<file path="src/rtl/joyencoder.sv">
// Serial joystick responder: emulates a 16-bit PISO shift register clocked by a host decoder.
// Define JOYENC_DEBOUNCE_EN to add per-button debounce counters ahead of the load word.
module joyencoder #(
    parameter int          SYNC_STAGES     = 2,
    parameter logic [15:0] DEBOUNCE_CYCLES = 16'd50000
) (
    input  logic clk,
    input  logic rst,
    input  logic joy_clk,
    input  logic joy_load_n,
    input  logic joy1up,
    input  logic joy1down,
    input  logic joy1left,
    input  logic joy1right,
    input  logic joy1fire1,
    input  logic joy1fire2,
    input  logic joy2up,
    input  logic joy2down,
    input  logic joy2left,
    input  logic joy2right,
    input  logic joy2fire1,
    input  logic joy2fire2,
    output logic joy_data,
    output logic frame_strobe
);

    logic [SYNC_STAGES-1:0]       jclk_sync;
    logic [SYNC_STAGES-1:0]       load_sync;
    logic [SYNC_STAGES-1:0][11:0] btn_sync;
    logic                         jclk_prev;
    logic                         load_prev;
    logic                         jclk_s;
    logic                         load_s;
    logic                         jclk_rise;
    logic [11:0]                  btn_raw;
    logic [11:0]                  btn;
    logic [15:0]                  ld;
    logic [15:0]                  sr;
    logic [4:0]                   cnt;

    assign btn_raw = {joy2up, joy2down, joy2left, joy2right, joy2fire1, joy2fire2,
                      joy1up, joy1down, joy1left, joy1right, joy1fire1, joy1fire2};

    assign jclk_s    = jclk_sync[SYNC_STAGES-1];
    assign load_s    = load_sync[SYNC_STAGES-1];
    assign jclk_rise = jclk_s & ~jclk_prev;

    // Synchronizers; the extra prev flops give edge history after the last stage
    always_ff @(posedge clk or posedge rst) begin
        if (rst) begin
            jclk_sync <= '0;
            load_sync <= '1;
            btn_sync  <= '1;
            jclk_prev <= 1'b0;
            load_prev <= 1'b1;
        end else begin
            jclk_sync <= {jclk_sync[SYNC_STAGES-2:0], joy_clk};
            load_sync <= {load_sync[SYNC_STAGES-2:0], joy_load_n};
            btn_sync  <= {btn_sync[SYNC_STAGES-2:0], btn_raw};
            jclk_prev <= jclk_s;
            load_prev <= load_s;
        end
    end

`ifdef JOYENC_DEBOUNCE_EN
    logic [15:0] db_cnt [12];
    logic [11:0] db_val;

    // A button only changes after disagreeing for DEBOUNCE_CYCLES straight cycles
    always_ff @(posedge clk or posedge rst) begin
        if (rst) begin
            db_val <= '1;
            for (int i = 0; i < 12; i++) db_cnt[i] <= '0;
        end else begin
            for (int i = 0; i < 12; i++) begin
                if (btn_sync[SYNC_STAGES-1][i] == db_val[i]) begin
                    db_cnt[i] <= '0;
                end else if (db_cnt[i] >= DEBOUNCE_CYCLES - 16'd1) begin
                    db_val[i] <= btn_sync[SYNC_STAGES-1][i];
                    db_cnt[i] <= '0;
                end else begin
                    db_cnt[i] <= db_cnt[i] + 16'd1;
                end
            end
        end
    end

    assign btn = db_val;
`else
    assign btn = btn_sync[SYNC_STAGES-1];
`endif

    assign ld = {btn[11:6], 2'b11, btn[5:0], 2'b11};

    // Load dominates shifting; vacated bits fill with ones so an over-clocked frame reads released
    always_ff @(posedge clk or posedge rst) begin
        if (rst) begin
            sr           <= 16'hFFFF;
            cnt          <= 5'd0;
            frame_strobe <= 1'b0;
        end else begin
            frame_strobe <= load_s & ~load_prev;
            if (!load_s) begin
                sr  <= ld;
                cnt <= 5'd0;
            end else if (jclk_rise) begin
                sr <= {1'b1, sr[15:1]};
                if (cnt != 5'd16) cnt <= cnt + 5'd1;
            end
        end
    end

    assign joy_data = sr[0];

endmodule

</file>
<file path="config.mk">
export PLATFORM = sky130hd
export DESIGN_NAME = joyencoder
export DESIGN_NICKNAME = d
export VERILOG_FILES = /design/src/rtl/joyencoder.sv
export SDC_FILE = /design/constraint.sdc
export NUM_CORES = 1
export LEC_CHECK = 0
export CORE_MARGIN = 4
export CORE_UTILIZATION = 45
export DETAILED_ROUTE_END_ITERATION = 6
export GPL_ROUTABILITY_DRIVEN = 0
export HOLD_SLACK_MARGIN = 0.05
export PLACE_DENSITY = 0.75
export SLEW_MARGIN = 0
export SYNTH_ARGS = -nofsm -noshare
export SYNTH_HDL_FRONTEND = slang
export SYNTH_SLANG_ARGS = --single-unit
</file>
<file path="constraint.sdc">
create_clock -name clk -period 2.9 [get_ports clk]
set_clock_uncertainty 0.1 [all_clocks]
set_input_delay 0.29 -clock clk [delete_from_list [all_inputs] [get_ports clk]]
set_output_delay 0.29 -clock clk [all_outputs]
set_load 0.05 [all_outputs]
</file>
==> Word level (Yosys, flattened, before mapping) <==
Cells that the tools add are included.
{ "totals": {"wordCells": 15, "in_bits": 16, "regBits": 47, "output_inout_bits": 2} }
{ "classes": {"n_eq_ne": 1, "mux": 2, "bitwise": 4} }
{ "op_table": {"columns": ["operator", "n"], "rows": [
  ["two-way mux 16 bit", 2],
  ["bitwise AND 1 bit", 2],
  ["!= test 2 x 1 -> 1 bit, second input constant", 1],
  ["NOT 1 bit", 2]
]} }

==> Longest topological paths before layout <==
Gate-level depths: netlist of run 1.
{ "depth": {"word_depth": 4, "mapped_depth": 4} }

==> Worst setup path after synthesis of run 1 <==
Ideal clock, no wire load.
{ "synth_timing": {"path_type": "reg-to-reg", "from": "reg load_sync[1]", "to": "reg sr[2]", "stages_incl_launch_ff": 4, "setup_ns": 0.080, "synth_period_minus_slack_ns": 1.209, "path_buffers": 1, "arrival_time_ns": 1.030, "setup_slack_ns": 1.691, "path_cell_list": "dfstp_2 > buf_1 > nand4b_1 > o221ai_2"} }
{ "synth_via": {"elab_chain_len": 1, "word_cells_on_any_way": 2} }
{ "synth_rtl": {"columns": ["item", "line", "rtl"], "rows": [
  ["from (decl)", "28", "logic [SYNC_STAGES-1:0] load_sync;"],
  ["from (signal assigned)", "58", "load_sync <= {load_sync[SYNC_STAGES-2:0], joy_load_n};"],
  ["!= test 2 x 1 -> 1 bit (no source line) or two-way mux 16 bit (tied branches)", null, null],
  ["to (signal assigned)", "104", "sr <= ld;"],
  ["to (signal assigned)", "107", "sr <= {1'b1, sr[15:1]};"],
  ["to (decl)", "38", "logic [15:0] sr;"]
]} }
Parallel ways exist; a longest one is shown, timed or not.
A chain may end at the register's enable or synchronous reset.

==> Worst setup path after layout of run 1 <==
{ "layout_timing": {"from": "reg sr[0]", "to": "out joy_data"} }
{ "layout_lines": {"columns": ["item", "line", "rtl"], "rows": [
  ["to (decl)", "23", "output logic joy_data,"]
]} }
No word-level cell between the ends.

==> metrics.md, run 1 <==
| Metric | Value |
|---|---|
| Synth Area in Adders | 0% |
| Clock H-tree levels | 2 |
| Complex-gate fraction of the synthesized area | 10.1% |
| Placement Rows | 22 |
| Worst-case reg-to-reg path depth | 2 |
| Static leakage | 0.789 nW |
| Cell taking the most area after synthesis | dfstp_2 |
| Leading post-synthesis cells by cell area | dfstp_2 (66%), dfrtp_1 (5.8%), nand4b_1 (5.6%) |
| Iter 0 DRT Violations | 78 |
| Die W | 69.7 um |
| Synth async-reset ratio | 100% |
| Post-synthesis cell type count | 19 |
| Buf/Inv on CP | 1 |
| GR Overflow Total | 0 |
| Initial antenna violation count | 0 |
| Power Total | 1.20 mW |
| DIE AREA | 4850 um^2 |
| Drt pass-1 iters | 4 |
| Final nets | 149 |
| CP max stage cell | clkdlybuf4s50_1 |
| Largest net degree at the start of global routing | 48 |
| Worst-Margin Slew | 0.696 ns |
| Vias | 907 |
| Gr usage total | 10.8% |
| Final instance area | 1970 um^2 |
| Fmax achieved | 500 MHz |
| Slew Limit Fails | 0 |
| Critical path type | flop to output port |
| First-pass GRT wire length | 4100 um |
| Crit. End Element | output port |
| Vias in the first global route | 917 |
| Synth Area in XOR/XNOR | 0% |
| Sequential fraction of the synthesis area | 71.9% |
| Final setup margin | 0.902 ns |
| PD cells | 609 nW/um^2 |
| Max_cap viols | 0 |
| CP Max Fanout | 2 |
| Mux share of post-synthesis cell area | 0% |
| Number of synthesized flops with an enable pin | 0 |
| Clock Tree Buf Depth | 2 |
| CTS resizes | 0 |
| Die height | 69.7 um |
| Hold Crit Depth | 0 |
| Post-CTS Setup Bufs | 0 |
| Worst vdd ir | 0.354 mV |
| I/O Pins | 18 |
| CP startpoint kind | flop |
| Clk sinks | 47 |
| Min Tclk post-route | 2.00 ns |
| Simple-gate share of the synthesized area | 11.3% |
| Routed WL | 2270 um |
| Most frequent cells after synthesis | dfstp_2 (43), inv_1 (16), nand2_1 (11), nand4b_1 (11), o221ai_2 (6) |
| Setup violators final | 0 |
| RSZ-0062 raised after global routing | false |
| Reg clk slew, reported paths | 0.07 ns |
| Layout cell share with drive strength beyond 1 | 41.8% |
| # fillers | 318 |
| Hold/Removal Path Class | flop to flop |
| # port buffers | 17 |
| CTS tree | built |
| CP delay by family, top | buffers and inverters |
| Slew HR | 53.6% |
| CP Data Arrival Time | 1.61 ns |
| Yosys reg bits | 47 |
| Fin Setup TNS | 0 ns |
| Period utilization | 68.9% |
| Synthesized area per cell | 14.8 um^2 |
| Post-Syn Nets | 132 |
| Area after DPL | 1890 um^2 |
| Clk_lat worst skew | 0.29 ns |
| Hold Vio Cnt, Final | 0 |
| Synthesized instance count | 116 |
| Num CTS Buffers | 5 |
| Req. time, crit path | 2.51 ns |
| Final ANT Viol Nets | 0 |
| Pre-CTS setup slack | 1.21 ns |
| Via/cell ratio | 4.98 |
| Fin util | 53.9% |
| Area Growth Syn to Fin | 15.4% |
| Area fraction of the dominant cell type after synthesis | 66.0% |
| Core area | 3660 um^2 |
| Slowest stage delay, CP | 0.79 ns |
| WL per Instance | 12.5 um |
| CP Cell Sequence | clkdlybuf4s50_1 |
| Post-Synthesis Cell Area | 1710 um^2 |
| Register Area | 1230 um^2 |
| Detailed placer's ending HPWL | 1350 um |
| Yosys warnings | 0 |
| Status | finished, final reports clean |
| Critical path depth | 1 |
| Main combinational cell family by area after synthesis | simple AND/OR/NAND/NOR gates |
| Post-route DRC | 0 |
| # diodes | 0 |
| Top-count cell post-synth | dfstp_2 |
| Initial Util | 46.8% |
| Clock Tree Root | clkbuf_8 |
| Multi-input logic area | 367 um^2 |
| Hold_buf cts | 0 |
| Top FF cell, synth | dfstp_2 |
state kept, by name, indices dropped and copies added (netlist names):
register and flops:
sr 16, load_sync 2, frame_strobe 1, jclk_prev 1, btn_sync 12, btn 12
load_prev 1, jclk_sync 2
where the power goes:
group / leakage [nW] / switching, mW / internal (mW)
clock: 0.0395 / 0.185 / 0.171
sequential: 0.500 / 0.0303 / 0.729
combinational: 0.249 / 0.0403 / 0.0464
per-layer routing:
layer,up-vias,wire length [um],global-route usage (%)
met3,4,107,3.62
li1,428,-,-
met2,20,1090,17.2
met1,455,1030,12.6
met4,0,40,6.38
met5,-,0,0
final timing paths:
kind	start	endpoint	slack, ns
hold reg to reg	jclk_sync[0]	jclk_sync[1]	0.25
min in group asynchronous	rst	jclk_sync[0]	0.35
max in group asynchronous	rst	btn[9]	1.99
setup / recovery	sr[0]	joy_data	0.90
setup reg to reg	jclk_sync[1]	sr[13]	1.30
hold / removal	jclk_sync[0]	jclk_sync[1]	0.25
area by class of cell:
| class | instances | share of cell area, % |
|---|---|---|
| clock buffer | 8 | 4.06 |
| multi-input combinational | 45 | 18.6 |
| sequential | 47 | 62.3 |
| tap | 48 | 3.04 |
| inverter | 16 | 3.04 |
| timing repair buffer | 18 | 9.00 |
cell families (layout without fill, tap and decap cells):
group,Yosys count,after routing
and+or+nand+nor,29,29
AOI/OAI and AO/OA,16,16
DFF,47,47
buffers and inverters,24,42
cells in the final DEF (no fill, tap or decap):
cell type and instances:
nand2b_1 1, o221ai_1 5, nand2_1 11, nand3b_1 4, dfstp_2 43, o211ai_1 4, clkbuf_8 5, clkinv_1 1
inv_1 15, clkdlybuf4s50_1 17, nand4b_1 11, o22a_1 1, buf_4 1, o221ai_2 6, clkbuf_1 3, nor2b_1 1
nor2b_4 1, dfrtp_1 4
per-stage QoR:
stage / std cells / hold WS, ns
CTS: 182 / 0.258
detailed placement: 174 / 0.239
floorplan: 116 / 0.194
global route: 182 / 0.261
global placement: 174 / 0.234
finish: 182 / 0.254
Power figures use the tool's default switching activity.
==> inputs of run 2 (changes only) <==
--- a/config.mk
+++ b/config.mk
@@ -10,7 +10,7 @@
 export DETAILED_ROUTE_END_ITERATION = 6
 export GPL_ROUTABILITY_DRIVEN = 0
 export HOLD_SLACK_MARGIN = 0.05
-export PLACE_DENSITY = 0.75
+export PLACE_DENSITY = 0.77
 export SLEW_MARGIN = 0
 export SYNTH_ARGS = -nofsm -noshare
 export SYNTH_HDL_FRONTEND = slang
==> constraint.sdc (replaced) <==
create_clock -name clk -period 1.7 [get_ports clk]
set_clock_uncertainty 0.1 [all_clocks]
set_input_delay 0.17 -clock clk [delete_from_list [all_inputs] [get_ports clk]]
set_output_delay 0.17 -clock clk [all_outputs]
set_load 0.05 [all_outputs]
==> run 2 against run 1 <==
  * Sequential share of layout area is 1.5 points lower
  * Non-clock buffer count rose by 2
  * Worst setup slack lost 0.60 ns
  * Via count rose by 3.6%
  * Critical path depth increased by 1
  * First-iteration DRC count rose by 19%
  * Cell area up 2.5%
  * Sequential power is 69% higher
  * Count of clock-buffer cells in the layout down 1
  * Critical path type is now flop to flop
  * Largest cell class unchanged
==> metrics.md, run 2 (synthesized netlist as in run 1, its figures left out) <==
| Metric | Value |
|---|---|
| Commonest cells after routing, fill and taps aside | dfstp_2 (43), inv_1 (15), clkdlybuf4s50_1 (15), nand2_1 (11), nand4b_1 (11) |
| Initial antenna violation count | 0 |
| I/O Pins | 18 |
| Clock network fraction of total power | 29.4% |
| Req. time, crit path | 1.79 ns |
| Clock H-tree levels | 2 |
| Setup violators final | 0 |
| Worst r2r src | jclk_prev |
| Comb power frac | 8.8% |
| CP startpoint kind | flop |
| Final ANT Viol Nets | 0 |
| Sequential share of power | 61.8% |
| Pint | 1.62 mW |
| Status | finished, final reports clean |
| Crit path launch | jclk_prev |
| # diodes | 0 |
| Fin util | 55.3% |
| Hold Vio Cnt, Final | 0 |
| Iter 0 DRT Violations | 93 |
| Static leakage | 0.818 nW |
| Net Sw Frac | 21.6% |
| Post-route DRC | 0 |
| Critical path type | flop to flop |
| Worst reg2reg setup slack | 0.30 ns |
| GR Overflow Total | 0 |
| Initial Util | 46.8% |
| Worst vdd ir | 0.652 mV |
| Min Tclk post-route | 1.40 ns |
| Die W | 69.7 um |
| # port buffers | 17 |
| Detailed placer's ending HPWL | 1530 um |
| Vias in the first global route | 980 |
| Vias | 940 |
| WL per Instance | 13.0 um |
| Clk sinks | 47 |
| Period utilization | 82.1% |
| Gr usage total | 11.5% |
| Num CTS Buffers | 5 |
| R2r endpoint | sr[7] |
| Commonest non-fill, non-tap cell in the layout | dfstp_2 |
| DIE AREA | 4850 um^2 |
| CTS resizes | 0 |
| Crit. End Element | flop |
| Worst setup endpoint | sr[7] |
| Drt pass-1 iters | 4 |
| Final nets | 151 |
| Die height | 69.7 um |
| Largest Register | sr |
| Via/cell ratio | 5.11 |
| CP Max Fanout | 16 |
| Hold/Removal Path Class | input port to asynchronous set/reset pin |
| Hold_buf cts | 0 |
| Clock Tree Buf Depth | 2 |
| Fmax achieved | 716 MHz |
| Layout cell share with drive strength beyond 1 | 44.9% |
| Clock Tree Root | clkbuf_8 |
| First-pass GRT wire length | 4350 um |
| Worst-case reg-to-reg path depth | 2 |
| Largest net degree at the start of global routing | 48 |
| CTS tree | built |
| Power Total | 2.07 mW |
| Core area | 3660 um^2 |
| Area Growth Syn to Fin | 18.2% |
| Max reg flops | 16 |
| Clk_lat worst skew | 0.29 ns |
| Total net switching power | 0.448 mW |
| # fillers | 305 |
| Reg clk slew, reported paths | 0.08 ns |
| CP Data Arrival Time | 1.49 ns |
| Max_cap viols | 0 |
| Fin Setup TNS | 0 ns |
| Routed WL | 2390 um |
| Post-CTS Setup Bufs | 0 |
| Slew HR | 69.3% |
| Placement Rows | 22 |
| PD cells | 1020 nW/um^2 |
| Slew Limit Fails | 0 |
| RSZ-0062 raised after global routing | false |
| Worst-Margin Slew | 0.460 ns |
run 2: cell count changes in the layout (fill, tap and decap cells not counted):
cell and change:
clkinv_2 +1, clkbuf_1 -1, buf_12 +3, clkdlybuf4s50_1 -2, buf_4 +1
run 2: worst max-delay path, cell delays in order, from the launching register on:
cell and delay [ns]:
dfrtp_1 0.53, nor2b_4 0.45, o221ai_1 0.20
run 2: metal layers:
layer | wire length (um) | GRT usage [%] | share of wire [%]
met1 | 1020 | 14.1 | 43
met2 | 1220 | 18.0 | 51
met3 | 92 | 4.35 | 3.9
met4 | 51 | 5.53 | 2.1
met5 | 0 | 0 | 0
run 2: power by group through the flow:
stage	sequential [mW]	combinational (mW)	clock (mW)
after floorplan	1.29	0.110	0
after global placement	1.29	0.177	0
after detailed placement	1.30	0.185	0
after CTS	1.28	0.185	0.648
after global routing	1.29	0.202	0.705
final	1.28	0.182	0.610
run 2: per-stage QoR:
step	hold slack [ns]	setup slack, ns	std cells	instance area (um^2)
finish	0.118	0.304	184	2020
global route	0.126	0.167	184	2020
CTS	0.109	0.289	184	2020
detailed placement	0.247	0.303	176	1940
global placement	0.232	0.383	176	1940
floorplan	0.0745	0.385	116	1710
run 2: layout make-up:
class	instances	area, um^2	share of cell area (%)
clock buffer	7	76.3	3.77
clock inverter	1	5.00	0.247
tap	48	60.1	2.97
sequential	47	1230	60.8
inverter	16	60.1	2.97
timing repair buffer	20	225	11.1
multi-input combinational	45	367	18.1
run 2: how the worst min path moves through the flow:
stage                      start            to  cells past startpoint
floorplan              joy1fire2   btn_sync[0]                      0
global placement    jclk_sync[0]  jclk_sync[1]                      0
detailed placement   btn_sync[2]        btn[2]                      0
CTS                          rst  frame_strobe                      3
global route                 rst  jclk_sync[0]                      3
finish                       rst     jclk_prev                      3
==> inputs of run 3 (changes only) <==
--- a/config.mk
+++ b/config.mk
@@ -10,7 +10,7 @@
 export DETAILED_ROUTE_END_ITERATION = 6
 export GPL_ROUTABILITY_DRIVEN = 0
 export HOLD_SLACK_MARGIN = 0.05
-export PLACE_DENSITY = 0.77
+export PLACE_DENSITY = 0.75
 export SLEW_MARGIN = 0
 export SYNTH_ARGS = -nofsm -noshare
 export SYNTH_HDL_FRONTEND = slang
==> constraint.sdc (replaced) <==
create_clock -name clk -period 1.4 [get_ports clk]
set_clock_uncertainty 0.1 [all_clocks]
set_input_delay 0.14 -clock clk [delete_from_list [all_inputs] [get_ports clk]]
set_output_delay 0.14 -clock clk [all_outputs]
set_load 0.05 [all_outputs]
==> run 3 against run 2 <==
  * Cell area rose by 2.8%
  * Routed wire length increased by 4.4%
  * Clock power up 64%
  * Die area unchanged
  * Combinational power is 27% higher
  * Utilization up 1.5 points
  * Sequential share of layout area shrank 1.6 points
  * Non-clock buffer count is 1 higher
  * Largest power group unchanged
==> metrics.md, run 3 (synthesized netlist as in run 1, its figures left out) <==
| Metric | Value |
|---|---|
| Vias | 948 |
| Area Growth Syn to Fin | 21.5% |
| DIE AREA | 4850 um^2 |
| Min Tclk post-route | 1.24 ns |
| I/O Pins | 18 |
| Slew HR | 68.3% |
| Clock Tree Root | clkbuf_8 |
| GR Overflow Total | 0 |
| Setup violators final | 0 |
| RSZ-0062 raised after global routing | false |
| Placement Rows | 22 |
| Post-route DRC | 0 |
| Max_cap viols | 0 |
| Final instance area | 2080 um^2 |
| Commonest non-fill, non-tap cell in the layout | dfstp_2 |
| CTS tree | built |
| # port buffers | 17 |
| Crit. End Element | flop |
| First-pass GRT wire length | 4450 um |
| Routed WL | 2490 um |
| Clk sinks | 47 |
| Die height | 69.7 um |
| Iter 0 DRT Violations | 99 |
| Final nets | 152 |
| Net Sw Frac | 20.8% |
| Num CTS Buffers | 5 |
| Pint | 2.20 mW |
| Largest Register | sr |
| Worst vdd ir | 0.773 mV |
| CP startpoint kind | flop |
| Post-route insts no fill | 185 |
| CP Data Arrival Time | 1.34 ns |
| Reg clk slew, reported paths | 0.08 ns |
| Clock network fraction of total power | 35.9% |
| Clk_lat worst skew | 0.29 ns |
| Critical path type | flop to flop |
| R2r endpoint | sr[13] |
| Hold/Removal Path Class | input port to asynchronous set/reset pin |
| Worst reg2reg setup slack | 0.16 ns |
| Gr usage total | 11.7% |
| Period utilization | 88.8% |
| Initial Util | 46.8% |
| Fin util | 56.8% |
| Power Total | 2.78 mW |
| Req. time, crit path | 1.50 ns |
| Sequential share of power | 55.8% |
| Slew Limit Fails | 0 |
| Total net switching power | 0.577 mW |
| Layout cell share with drive strength beyond 1 | 46.7% |
| Worst r2r src | jclk_prev |
| WL per Instance | 13.5 um |
| PD cells | 1340 nW/um^2 |
| Clock H-tree levels | 2 |
| Core area | 3660 um^2 |
| Vias in the first global route | 941 |
| DP Cell Count | 177 |
| Worst-Margin Slew | 0.475 ns |
| Commonest cells after routing, fill and taps aside | dfstp_2 (43), inv_1 (15), clkdlybuf4s50_1 (15), nand2_1 (11), nand4b_1 (11) |
| CTS resizes | 0 |
| Max reg flops | 16 |
| Detailed placer's ending HPWL | 1540 um |
| Fmax achieved | 805 MHz |
| Hold Vio Cnt, Final | 0 |
| Worst-case reg-to-reg path depth | 2 |
| Area after DPL | 1960 um^2 |
| Hold_buf cts | 0 |
| Largest net degree at the start of global routing | 48 |
| CP Max Fanout | 16 |
| Clock Tree Buf Depth | 2 |
| # diodes | 0 |
| Final ANT Viol Nets | 0 |
| Fin Setup TNS | 0 ns |
| Comb power frac | 8.3% |
| Status | finished, final reports clean |
| Initial antenna violation count | 0 |
| Drt pass-1 iters | 4 |
| Via/cell ratio | 5.12 |
| Post-CTS Setup Bufs | 0 |
| Die W | 69.7 um |
| Static leakage | 0.845 nW |
[run 3: layer usage]
metal,vias up,share of wire (%),GRT usage (%)
met5,-,0,0
met4,0,1.6,4.47
met1,486,42,15.0
li1,433,-,-
met3,7,5.5,5.22
met2,22,51,17.5
[run 3: worst max-delay path, cell delays in order, from the launching register on]
cell	delay, ns
dfrtp_1	0.42
nor2b_4	0.42
o221ai_1	0.21
[run 3: per-stage QoR]
stage | hold slack [ns] | setup WS, ns
global placement | 0.235 | 0.236
global route | 0.0931 | 0.0697
CTS | 0.0860 | 0.155
floorplan | 0.0445 | 0.115
detailed placement | 0.235 | 0.158
finish | 0.0850 | 0.157
[run 3: area by class of cell]
cell class / count / area, um^2
Inverter: 16 / 60.1
Fill cell: 301 / 1580
Timing Repair Buffer: 21 / 245
Sequential cell: 47 / 1230
Tap cell: 48 / 60.1
Multi-Input combinational cell: 45 / 367
Clock buffer: 6 / 82.6
Clock inverter: 2 / 35.0
[run 3: power groups by stage]
stage                     registers (mW)  clock network, mW  logic (mW)
final                               1.55              0.998       0.231
after global routing                1.56               1.10       0.257
after CTS                           1.55               1.02       0.235
after detailed placement            1.57                  0       0.234
after global placement              1.57                  0       0.224
after floorplan                     1.57                  0       0.134
[run 3: worst max path at each step]
stage	from	end
2_1_floorplan	rst	frame_strobe
3_3_place_gp	jclk_prev	sr[12]
3_5_place_dp	jclk_prev	sr[7]
4_1_cts	jclk_prev	sr[7]
5_1_grt	jclk_prev	sr[7]
6_report	jclk_prev	sr[13]
